File: config.mk
export PLATFORM = sky130hd
export DESIGN_NAME = mac_sequencer
export DESIGN_NICKNAME = d
export VERILOG_FILES = /design/src/rtl/mac_sequencer.sv
export SDC_FILE = /design/constraint.sdc
export NUM_CORES = 1
export LEC_CHECK = 0
export BUFFER_PORTS_ARGS = -buffer_cell sky130_fd_sc_hd__buf_2
export CORE_AREA = 2 2 152 117
export CTS_CLUSTER_DIAMETER = 120
export DETAILED_ROUTE_END_ITERATION = 12
export DIE_AREA = 0 0 154 119
export GPL_ROUTABILITY_DRIVEN = 1
export GPL_TIMING_DRIVEN = 1
export PLACE_DENSITY = 0.77
export SLEW_MARGIN = 20
export SYNTH_ARGS = -nofsm -noshare
export SYNTH_HDL_FRONTEND = slang
export SYNTH_SLANG_ARGS = --single-unit
File: constraint.sdc
create_clock -name Clk -period 3.4 [get_ports Clk]
set_clock_uncertainty 0.1 [all_clocks]
set_input_delay 0.68 -clock Clk [delete_from_list [all_inputs] [get_ports Clk]]
set_output_delay 0.68 -clock Clk [all_outputs]
set_load 0.01 [all_outputs]
File: src/rtl/mac_sequencer.sv
// mac_sequencer: streams len weight/input pairs into Mult and accumulates onto bias with saturation.
// Build option MAC_RELU_EN: clamp a negative final result to 0 (accumulation path unchanged).
module mac_sequencer #(
  parameter int ADDR_W = 10,
  parameter int LEN_W  = 10
) (
  input  logic              Clk,
  input  logic              Reset,
  input  logic              start,
  input  logic [LEN_W-1:0]  len,
  input  logic [ADDR_W-1:0] w_base,
  input  logic [ADDR_W-1:0] x_base,
  input  logic [31:0]       bias,
  output logic              rd_en,
  output logic [ADDR_W-1:0] w_addr,
  output logic [ADDR_W-1:0] x_addr,
  input  logic [31:0]       w_data,
  input  logic [31:0]       x_data,
  output logic [31:0]       mult_a,
  output logic [31:0]       mult_b,
  input  logic [31:0]       mult_c,
  output logic              busy,
  output logic              done,
  output logic [31:0]       result,
  output logic              overflow
);
  typedef enum logic [1:0] {IDLE, ISSUE, DRAIN, DONE} state_t;
  state_t state, state_d;
  logic [LEN_W-1:0] len_r, i;
  logic [ADDR_W-1:0] wb, xb;
  logic [31:0] acc, acc_d, sat, res_d;
  logic [32:0] sum;
  logic ovf, ovf_d, sat_f, rd_q, go;
  assign go = state == IDLE && start;
  assign sum = {acc[31], acc} + {mult_c[31], mult_c};
  assign sat_f = sum[32] ^ sum[31];
  assign sat = sat_f ? (sum[32] ? 32'h8000_0000 : 32'h7FFF_FFFF) : sum[31:0];
  assign rd_en = state == ISSUE;
  assign w_addr = rd_en ? wb + ADDR_W'(i) : '0;
  assign x_addr = rd_en ? xb + ADDR_W'(i) : '0;
  assign mult_a = rd_q ? w_data : '0;
  assign mult_b = rd_q ? x_data : '0;
  assign busy = state != IDLE;
  assign done = state == DONE;
`ifdef MAC_RELU_EN
  assign res_d = acc_d[31] ? '0 : acc_d;
`else
  assign res_d = acc_d;
`endif
  always_comb begin
    state_d = IDLE;
    acc_d = go ? bias : rd_q ? sat : acc;
    ovf_d = go ? 1'b0 : ovf | (rd_q & sat_f);
    unique case (state)
      IDLE:  state_d = !start ? IDLE : len == '0 ? DONE : ISSUE;
      ISSUE: state_d = i == len_r - LEN_W'(1) ? DRAIN : ISSUE;
      DRAIN: state_d = DONE;
      DONE:  state_d = IDLE;
    endcase
  end
  always_ff @(posedge Clk) begin
    if (Reset) begin
      state <= IDLE;
      len_r <= '0;
      i <= '0;
      wb <= '0;
      xb <= '0;
      acc <= '0;
      ovf <= 1'b0;
      rd_q <= 1'b0;
      result <= '0;
      overflow <= 1'b0;
    end else begin
      state <= state_d;
      acc <= acc_d;
      ovf <= ovf_d;
      rd_q <= rd_en;
      if (go) begin
        len_r <= len;
        wb <= w_base;
        xb <= x_base;
        i <= '0;
      end else if (rd_en) i <= i + LEN_W'(1);
      // result is loaded on entry to DONE so it is valid alongside the done pulse
      if (state_d == DONE) begin
        result <= res_d;
        overflow <= ovf_d;
      end
    end
  end
endmodule

# Word-level counts from Yosys, hierarchy flattened
# Index checks and enable logic that the tools add are counted.
# op_classes
add_sub_neg	5
n_mul	0
div_mod_pow	0
order_cmp	0
eq_ne	5
shifts	0
mux	13
bitwise_logic	3
n_reduce_logical	5
# op_table
op	n
$mux 32	6
$add 32x32->33	1
$add 10x10->10	2
$mux 10	2
$add 10x1->10 const B	1
$eq 10x10->1	1
$logic_not 10->1	1
$sub 10x1->10 const B	1
$pmux 2 s4	1
$eq 2x2->1 const B	3
$mux 2	3
$eq 2x1->1 const B	1
$logic_not 2->1	1
$reduce_bool 2->1	1
$reduce_or 2->1	1
$and 1x1->1	1
$logic_and 1x1->1	1
$mux 1	1
$or 1x1->1	1
$xor 1x1->1	1
# word_totals
regBits	109
latchBits	0
ram_bits	0
romBits	0
inputBits	161
out_inout_bits	120
wordCells	41
n_memories	0

# Logic depth before layout (Yosys ltp)
# Gate-level depths: netlist of run 1.
# depth
depth_word	5
depth_mapped	15
mapped_depth_nobuf	13

# Worst setup path after synthesis of run 1
# No wires, ideal clock.
# synth_path
path_kind	input -> register
startpoint	input mult_c[0]
endpoint	register result[16]
setup_time_ns	0.145
t_arrival_ns	3.338
t_required_ns	3.155
path_slack_ns	-0.182
stages	15
path_buffers	2
cell_sequence	ha_1 > inv_1 > fa_1 > nor2b_1 > o31ai_2 > a31oi_4 > nor4_4 > o31ai_4 > a21oi_2 > or3_1 > buf_4 > and2_4 > buf_8 > a221oi_4 > a211oi_2
# synth_via
elab_chain_len	5
word_cells_on_any_way	6
classes_between	1 x add/sub; 4 x mux; 1 x bitwise
# synth_rtl
item	line_no	source
from (decl)	21	input logic [31:0] mult_c,
$add 32x32->33 (*)	35	assign sum = {acc[31], acc} + {mult_c[31], mult_c};
$mux 32 or $xor 1x1->1 (tied branches)	37, 36	
$mux 32 (*)	37	assign sat = sat_f ? (sum[32] ? 32'h8000_0000 : 32'h7FFF_FFFF) : sum[31:0];
$mux 32 (*) (2 in series)	52	acc_d = go ? bias : rd_q ? sat : acc;
to (signal assigned)	86	result <= res_d;
to (decl)	24	output logic [31:0] result,
# Every way passes the cells marked *; elsewhere a longest branch is shown, timed or not.
# A chain may end at the register's enable or synchronous reset.

# Worst setup path in the final report of run 1
# layout_path
startpoint	input mult_c[3]
endpoint	register result[8]
# Same word-level chain as after synthesis.

==> results of run 1 <==
## state kept, by name, indices dropped and copies added (netlist names)
register and cells:
wb 10, len_r 10, rd_q 1, acc 32
state 2, ovf 1, xb 10, i 10
overflow 1, result 32
## cell usage after synthesis (all sizes together) (2+ instances only)
cell type | number | share of area (%)
o211a | 2 | 0.26
a21oi | 104 | 7.2
inv | 23 | 1.1
a32oi | 5 | 0.58
nor2b | 4 | 0.33
nand3b | 2 | 0.20
and2 | 75 | 6.2
o21ai | 67 | 4.4
nand4 | 15 | 1.2
xor2 | 25 | 2.9
nor3b | 11 | 1.1
a311oi | 2 | 0.23
o211ai | 11 | 1.2
o21a | 6 | 0.59
a211o | 2 | 0.23
dfxtp | 109 | 29
nor4 | 5 | 0.61
o221ai | 2 | 0.23
a211oi | 14 | 2.1
o31ai | 9 | 1.5
nand2b | 4 | 0.33
buf | 13 | 1.1
nor2 | 86 | 4.2
a31oi | 17 | 1.7
a21boi | 3 | 0.30
a21o | 12 | 1.2
or3 | 2 | 0.16
o21bai | 14 | 1.4
o311ai | 2 | 0.23
nand2 | 110 | 5.4
a2bb2oi | 9 | 1.0
and3 | 3 | 0.25
or2 | 2 | 0.16
a221oi | 3 | 0.81
ha | 52 | 8.5
xnor2 | 47 | 5.4
a41oi | 2 | 0.23
clkbuf | 47 | 2.3
fa | 3 | 0.79
nand3 | 14 | 0.99
nor3 | 15 | 0.99
## path summary, 6_finish.rpt
kind / startpoint / end / slack, ns / cells after the start
worst max-delay path: mult_c[3] / result[8] / 0.1 / 12
worst min-delay path: result[29] / result[29] / 0.35 / 2
worst max register to register: acc[0] / result[8] / 0.20 / 12
worst min register to register: result[29] / result[29] / 0.35 / 2
## through the flow
step	std cells	setup WS (ns)	util [%]	power [mW]	instance area (um^2)
floorplan	966	-0.03731	-	2.172	7771
global route	1519	-0.007023	60.89	4.010	10400
detailed placement	1501	-0.3186	58.18	2.636	9937
finish	1519	0.09772	60.89	3.816	10400
CTS	1517	0.02195	60.14	3.803	10270
global placement	1501	-0.2188	58.18	2.613	9937
## routing by layer
layer / vias to the layer above / wire [um]
met5: - / 0
met4: 0 / 554
met3: 34 / 1877
met2: 360 / 11370
met1: 3881 / 11780
li1: 4053 / -
## power by group through the flow
| stage | clock [mW] | combinational (mW) | sequential (mW) |
|---|---|---|---|
| after floorplan | 0 | 0.771 | 1.40 |
| after global placement | 0 | 1.20 | 1.41 |
| after detailed placement | 0 | 1.22 | 1.42 |
| after CTS | 1.18 | 1.23 | 1.39 |
| after global routing | 1.23 | 1.38 | 1.40 |
| final | 1.16 | 1.26 | 1.39 |
## layout make-up
cell class	instances	share of cell area (%)
clock buffers	9	2.166
clock inverters	6	0.9024
inverters	23	0.8302
multi-input cells	774	51.57
flip-flops and latches	109	21.06
well taps	220	2.647
repair buffers	378	20.83
## cell families after synthesis
family | synth area share (%)
buffers and inverters | 4.537
muxes | 0.2795
adders and majority gates | 9.337
xor gates and xnor gates | 8.285
DFF | 28.67
AOI/OAI and AO/OA | 26.25
and+or+nand+nor | 22.64
## what timing repair did
action,4_1_cts,5_1_grt
hold buffers,0,0
buffers inserted,1,2
resized for setup,3,30
gates cloned,0,0
setup endpoints to repair,2,39
pin swaps,1,14
## worst reg2reg max path, stage by stage, from the launching register on
cell and delay (ns):
dfxtp_1 0.40, ha_4 0.17, buf_4 0.11, a211oi_2 0.07, o211ai_2 0.26, a31oi_4 0.13
or4_1 0.49, a211oi_2 0.29, or2_4 0.21, or3_1 0.20, and2_4 0.31, a21oi_2 0.12
o31ai_2 0.26
==> impl_metrics.toml, run 1 <==
[synthesis]
syn_area_per_cell_um2 = 7.879
synthCells = 966
async_reset_ff_share_pct = 0
syn_area_mm2 = 0.007611
ys_seq_area_share_pct = 28.67
synth_top_flop_cell = "dfxtp_1"
synth_edf_count = 0
synth_cell_types = 72
ys_ff_latch = 109
synthesis.nets = 1182
synth_warnings = 0

[die]
die_w_um = 154
rows = 42
die_y_um = 119
die_area_mm2 = 0.01833
initial_utilization_pct = 44.56
fp.coreArea_mm2 = 0.01708
ios = 281

[cts]
cts_max_level = 3
cts-root-buf = "clkbuf_16"
clk_path_buf_depth = 2
cts.clk_slew.worst_paths_ns = 0.08
cts-buffers-inserted = 9
cts.sinks = 109
cts_tree = "yes"
clkLatencyLatePin_ns = 0.35

[timing]
fin_hold_ws_ns = 0.3489
min_period_over_period_pct = 97.13
maxSlewViolCount = 0
rsz0062_at_grt = "yes"
period_minus_slack_ns = 3.302
worst_pin_slew_ns = 0.7042
slew-limit-headroom_pct = 52.88
setup_tns_ns = 0
hold_viol = 0
finalSetupViolations = 0
fmax_mhz = 302.8

[global_routing]
first_global_vias = 7510
grt_max_degree = 55
top_usage_layer = "met2"
grt_use_met3_pct = 5.859
antenna_found_initial = 1
overflow = 0
grt_use_met2_pct = 42.66
grt_pass1_wl_um = 39390
grtUsageMet1_pct = 36.99
track_usage_pct = 26.95

[run]
drv_cap = 0

[routing]
viasPerCell = 5.483
vias = 8328
wl_per_cell_um = 16.84
final_antenna_net_count = 0
drc = 0
drt_iter0_markers = 524
first_pass_iters = 5
wl_um = 25580

[worst_setup_path]
slowest_stage = "or4_1"
max_stage_delay_ns = 0.49
crit_fanout = 8
cp.required_ns = 3.56
crit_top_cell = "o211ai_2"
cp_cell_sequence = "buf_2 -> ha_1 -> o211ai_2 -> o211ai_2 -> a31oi_4 -> or4_1 -> a211oi_2 -> or2_4 -> or3_1 -> and2_4 -> a21oi_2 -> o31ai_2"
path_delay_family = "simple AND/OR/NAND/NOR gates"
critical_path_class = "in2reg"
worstSetupEndpointType = "flip-flop"
cp-start-kind = "input pin"
worst-path-buf-inv = 1
critical_path_arrival_ns = 3.47

[final_layout]
layout_common_cells = "buf_2 (280), nand2_1 (109), dfxtp_1 (105), buf_4 (95), a21oi_1 (86)"
layout_commonest_cell = "buf_2"
drive_above_1_share_pct = 36.80
diodes = 0
multi_input_area_mm2 = 0.005363
seqCellArea_mm2 = 0.002190
nets = 1511
fill_cells = 1495
area_growth_pct = 36.63

[power]
ir_worst_vdd_mv = 0.2767
pwr-share-comb_pct = 33.1
p_clk_share_pct = 30.5
seqPwrFrac_pct = 36.4
p_per_area_mw_per_mm2 = 367.0
cell_internal_pwr_mw = 2.572
sw_frac_of_total_pct = 32.60
netSwitchingPower_mw = 1.244
p_leak_nw = 4.885

[min_path]
hp-class = "reg2reg"

[placed_design]
portBuffers = 280
hpwl_um = 20050
gp_congestion = 0.9251

[status]
outcome = "finished clean"
Note: power is estimated with default switching activity, not from simulation.
==> run 2: changes to the inputs <==
ABC_CLOCK_PERIOD_IN_PS = 3400   (was unset)
CORE_AREA = 4 4 154 119   (was 2 2 152 117)
DIE_AREA = 0 0 158 123   (was 0 0 154 119)
==> impl_metrics.toml, run 2 (synthesis results as in run 1) <==
[timing]
maxSlewViolCount = 0
rsz0062_at_grt = "yes"
min_period_over_period_pct = 98.16
hold_viol = 0
setup_slack_ns = 0.06247
fin_hold_ws_ns = 0.3513
finalSetupViolations = 0
fmax_mhz = 299.6
slew-limit-headroom_pct = 40.65
worst_pin_slew_ns = 0.8870
period_minus_slack_ns = 3.338
setup_tns_ns = 0

[min_path]
hp-class = "reg2reg"
hp-start = "result[29]"

[worst_setup_path]
cp.required_ns = 2.62
worstSetupEndpointType = "output port"
crit_top_cell = "nor2_1"
reg2reg_from = "acc[3]"
max_stage_delay_ns = 0.37
critical_path_class = "reg2out"
cp-start-kind = "flip-flop"
crit_fanout = 3
cp_cell_sequence = "ha_1 -> fa_2 -> a21oi_2 -> o21bai_1 -> a21oi_1 -> nor2_1 -> nor2_1 -> o21bai_1 -> a21oi_1 -> xor2_1 -> nor2_1 -> buf_2"
setup.worst_path.start = "i[0]"
slowest_stage = "fa_2"
critical_path_arrival_ns = 2.56

[final_layout]
drive_above_1_share_pct = 37.63
layout_common_cells = "buf_2 (280), buf_4 (111), nand2_1 (109), dfxtp_1 (105), a21oi_1 (86)"
fill_cells = 1463
final_core_util_pct = 63.03
multi_input_area_mm2 = 0.005341
seqCellArea_mm2 = 0.002187
finalNonFillerCells = 1534
design_area_mm2 = 0.01051
reg_top3 = "acc (32), result (32)"
area_growth_pct = 38.07
nets = 1529
layout_commonest_cell = "buf_2"

[cts]
cts.sinks = 109
clk_path_buf_depth = 2
postCtsHoldBufs = 0
cts-buffers-inserted = 9
cts.clk_slew.worst_paths_ns = 0.08
cts-root-buf = "clkbuf_16"
cts_tree = "yes"
clkLatencyLatePin_ns = 0.37
cts_max_level = 3

[global_routing]
track_usage_pct = 27.04
overflow = 0
grt_max_degree = 49
antenna_found_initial = 1
grt_pass1_wl_um = 41720
first_global_vias = 8028

[run]
drv_cap = 0

[routing]
first_pass_iters = 5
drt_iter0_markers = 619
vias = 8400
drc = 0
viasPerCell = 5.476
wl_per_cell_um = 17.92
wl_um = 27490
final_antenna_net_count = 0

[die]
die_area_mm2 = 0.01943
die_w_um = 158
ios = 281
initial_utilization_pct = 45.65
rows = 41
fp.coreArea_mm2 = 0.01667
die_y_um = 123

[power]
power_mw = 3.820
ir_worst_vdd_mv = 0.2787
p_per_area_mw_per_mm2 = 363.5
seqPwrFrac_pct = 36.6
pwr-share-comb_pct = 33.9
cell_internal_pwr_mw = 2.529
p_leak_nw = 4.964
p_clk_share_pct = 29.5
sw_frac_of_total_pct = 33.79
netSwitchingPower_mw = 1.291

[placed_design]
dpl.cell_count = 1509
portBuffers = 280
dpl_worst_slack_ns = -0.2945
placed_area_mm2 = 0.01004
hpwl_um = 21710
gp_congestion = 0.9653

[status]
outcome = "finished clean"
[run 2: cell count changes in the layout (fill, tap and decap cells not counted), moves of 2 or more]
cell and delta:
a31oi_2 +2, nor2_2 -2, buf_4 +16, nor2_1 +2
[run 2: power by group through the flow]
| stage | clock network (mW) | registers [mW] | logic, mW |
|---|---|---|---|
| after detailed placement | 0 | 1.43 | 1.25 |
| final | 1.13 | 1.40 | 1.30 |
| after floorplan | 0 | 1.40 | 0.771 |
| after global routing | 1.19 | 1.41 | 1.41 |
| after CTS | 1.14 | 1.40 | 1.26 |
| after global placement | 0 | 1.42 | 1.23 |
[run 2: path summary, 6_finish.rpt]
check | to | slack, ns | cells past startpoint
worst max register to register | result[21] | 0.14 | 12
worst min register to register | result[29] | 0.35 | 2
worst max-delay path | w_addr[8] | 0.06 | 12
worst min-delay path | result[29] | 0.35 | 2
[run 2: cell type report]
type,instances,share of cell area [%]
Timing Repair Buffer,396,22.05
Tap cell,215,2.560
Sequential cell,109,20.81
Inverter,23,0.8215
Clock inverter,7,0.7620
Multi-Input combinational cell,774,50.83
Clock buffer,9,2.143
Antenna cell,1,0.02381
[run 2: worst max-delay path, delay by kind of cell, from the launching register on]
| family | cells | cell delay (ns) |
|---|---|---|
| AND/OR/NAND/NOR | 3 | 0.24 |
| AO/OA/AOI/OAI | 5 | 0.67 |
| buffers and inverters | 1 | 0.14 |
| XOR/XNOR | 1 | 0.16 |
| flip-flops | 1 | 0.36 |
| adder cells (fa/ha/maj) | 2 | 0.61 |
[run 2: timing repair]
action	4_1_cts	5_1_grt
gates resized for setup	4	26
pin swaps	4	18
buffers inserted	2	6
setup endpoints to repair	4	64
[run 2: layer usage]
| metal | vias up | routed length (um) | GRT usage [%] |
|---|---|---|---|
| met5 | - | 0 | 0 |
| met4 | 0 | 351 | 5.754 |
| met3 | 28 | 2408 | 5.703 |
| met2 | 361 | 12340 | 43.28 |
| met1 | 3909 | 12390 | 37.84 |
| li1 | 4102 | - | - |
==> run 3: changes to the inputs <==
ABC_AREA = 1   (was unset)
CORE_AREA = 4 4 160 123   (was 4 4 154 119)
DIE_AREA = 0 0 164 127   (was 0 0 158 123)
==> impl_metrics.toml, run 3 <==
[status]
outcome = "finished clean"

[synthesis]
ys_seq_area_share_pct = 25.97
synthCells = 1450
synth_warnings = 0
synth_cell_types = 33
synth_edf_count = 0
yosysTopAreaCellShare_pct = 25.97
syn_area_mm2 = 0.008403
synth_area_leader_cell = "dfxtp_1"
synthTopCellsByArea = "dfxtp_1 (26%), nand2_1 (21%), inv_1 (10%)"
synthTopCellsByCount = "nand2_1 (467), inv_1 (235), nor2_1 (199)"
synth_top_flop_cell = "dfxtp_1"
synthesis.nets = 1666
synth_most_common_cell = "nand2_1"
ys_ff_latch = 109
syn_area_per_cell_um2 = 5.795
async_reset_ff_share_pct = 0

[global_routing]
antenna_found_initial = 3
grt_max_degree = 75
overflow = 0
grt_pass1_wl_um = 46140
track_usage_pct = 27.71
first_global_vias = 8875

[timing]
finalSetupViolations = 0
fmax_mhz = 299.6
setup_tns_ns = 0
period_minus_slack_ns = 3.338
hold_viol = 0
rsz0062_at_grt = "yes"
slew-limit-headroom_pct = 51.86
maxSlewViolCount = 0
worst_pin_slew_ns = 0.7221
min_period_over_period_pct = 98.19

[final_layout]
area_growth_pct = 25.00
layout_common_cells = "nand2_1 (466), buf_2 (280), inv_1 (233), nor2_1 (199), dfxtp_1 (105)"
seqCellArea_mm2 = 0.002192
nets = 1931
multi_input_area_mm2 = 0.005196
design_area_mm2 = 0.01050
drive_above_1_share_pct = 20.12
finalNonFillerCells = 1970
layout_commonest_cell = "nand2_1"
fill_cells = 1893
reg_top3 = "acc (32), result (32)"

[routing]
viasPerCell = 4.932
drt_iter0_markers = 765
vias = 9717
wl_um = 30320
drc = 0
first_pass_iters = 5
final_antenna_net_count = 0
wl_per_cell_um = 15.39

[run]
drv_cap = 0

[min_path]
hp-class = "reg2reg"

[cts]
cts-root-buf = "clkbuf_16"
cts_max_level = 3
cts.sinks = 109
cts.clk_slew.worst_paths_ns = 0.08
clk_path_buf_depth = 2
postCtsHoldBufs = 0
cts-buffers-inserted = 9
cts_tree = "yes"
clkLatencyLatePin_ns = 0.37

[worst_setup_path]
crit_fanout = 5
max_stage_delay_ns = 0.37
cp-start-kind = "flip-flop"
worst-path-buf-inv = 2
path_delay_family = "compound AO/OA/AOI/OAI gates"
worstSetupEndpointType = "output port"
critical_path_arrival_ns = 2.56
slowest_stage = "dfxtp_4"
critical_path_class = "reg2out"
cp_cell_sequence = "ha_4 -> fa_2 -> nand2_2 -> inv_2 -> o21ai_4 -> a21oi_2 -> o21ai_2 -> a21oi_2 -> nor2_1 -> nor2_1 -> o21a_1 -> nor3_2 -> buf_2"
cp.required_ns = 2.62

[power]
p_per_area_mw_per_mm2 = 356.0
power_mw = 3.740
pwr-share-comb_pct = 32.2
netSwitchingPower_mw = 1.409
cell_internal_pwr_mw = 2.331
sw_frac_of_total_pct = 37.68
seqPwrFrac_pct = 38.0
p_leak_nw = 6.443
ir_worst_vdd_mv = 0.2264
p_clk_share_pct = 29.7

[placed_design]
placed_area_mm2 = 0.01008
gp_congestion = 0.9724
portBuffers = 280
dpl.cell_count = 1946
hpwl_um = 24530

[die]
die_y_um = 127
fp.coreArea_mm2 = 0.01818
initial_utilization_pct = 46.21
die_area_mm2 = 0.02083
die_w_um = 164
rows = 43
ios = 281
run 3: cell count changes in the layout (fill, tap and decap cells not counted), sizes merged, moves of 17 or more:
cell / previous run / this run
inv: 26 / 239
nor2: 86 / 200
a31oi: 17 / 0
buf: 396 / 302
nand2: 110 / 470
nand3: 14 / 64
and2: 75 / 0
xnor2: 47 / 5
run 3: cell type report:
| class | count | share of cell area (%) |
|---|---|---|
| inverter | 235 | 8.398 |
| sequential | 109 | 20.87 |
| tap | 247 | 2.942 |
| multi-input combinational | 1058 | 49.47 |
| antenna | 3 | 0.07147 |
| clock buffer | 9 | 2.144 |
| clock inverter | 7 | 0.8338 |
| timing repair buffer | 302 | 15.27 |
run 3: cells by family after synthesis:
| kind of cell | share of synthesized area [%] |
|---|---|
| and+or+nand+nor | 36.41 |
| buffers and inverters | 12.98 |
| AOI/OAI and AO/OA | 12.69 |
| DFF | 25.97 |
| adders and majority gates | 8.457 |
| xor gates and xnor gates | 3.499 |
run 3: tightest hold or removal path, stage by stage, from the launching register on:
cell,delay [ns]
dfxtp_1,0.31
nand2_1,0.06
nand2_1,0.05
run 3: power by group through the flow:
stage                     combinational (mW)  sequential (mW)  clock (mW)
after CTS                               1.18             1.42        1.13
final                                   1.21             1.42        1.11
after global routing                    1.36             1.43        1.18
after detailed placement                1.18             1.45           0
after floorplan                        0.800             1.41           0
after global placement                  1.17             1.45           0
run 3: worst paths after layout:
path         startpoint  cells past startpoint    endpoint  slack, ns
min reg2reg  result[22]                      2  result[22]       0.36
max                i[0]                     13   w_addr[8]       0.06
max reg2reg      acc[0]                     20  result[22]       0.54
min          result[22]                      2  result[22]       0.36
run 3: metal layers:
metal / GRT usage (%) / up-vias / routed length [um]
met1: 40.69 / 4286 / 14570
met3: 5.514 / 50 / 2412
li1: - / 5020 / -
met5: 0 / - / 0
met2: 40.59 / 361 / 12420
met4: 9.024 / 0 / 911
run 3: what timing repair did:
action / 4_1_cts / 5_1_grt
setup buffers: 0 / 5
resized for setup: 7 / 17
endpoints found under the setup margin: 2 / 2
pin swaps: 0 / 10
gates cloned: 0 / 0
run 3: stage by stage:
stage	setup WS (ns)	utilization, %	hold WS (ns)
detailed placement	0.1202	55.41	0.3442
finish	0.06166	57.76	0.3561
floorplan	0.4300	-	0.3479
global route	-0.1049	57.76	0.3760
global placement	0.1828	55.41	0.3321
CTS	0.009992	57.18	0.3574
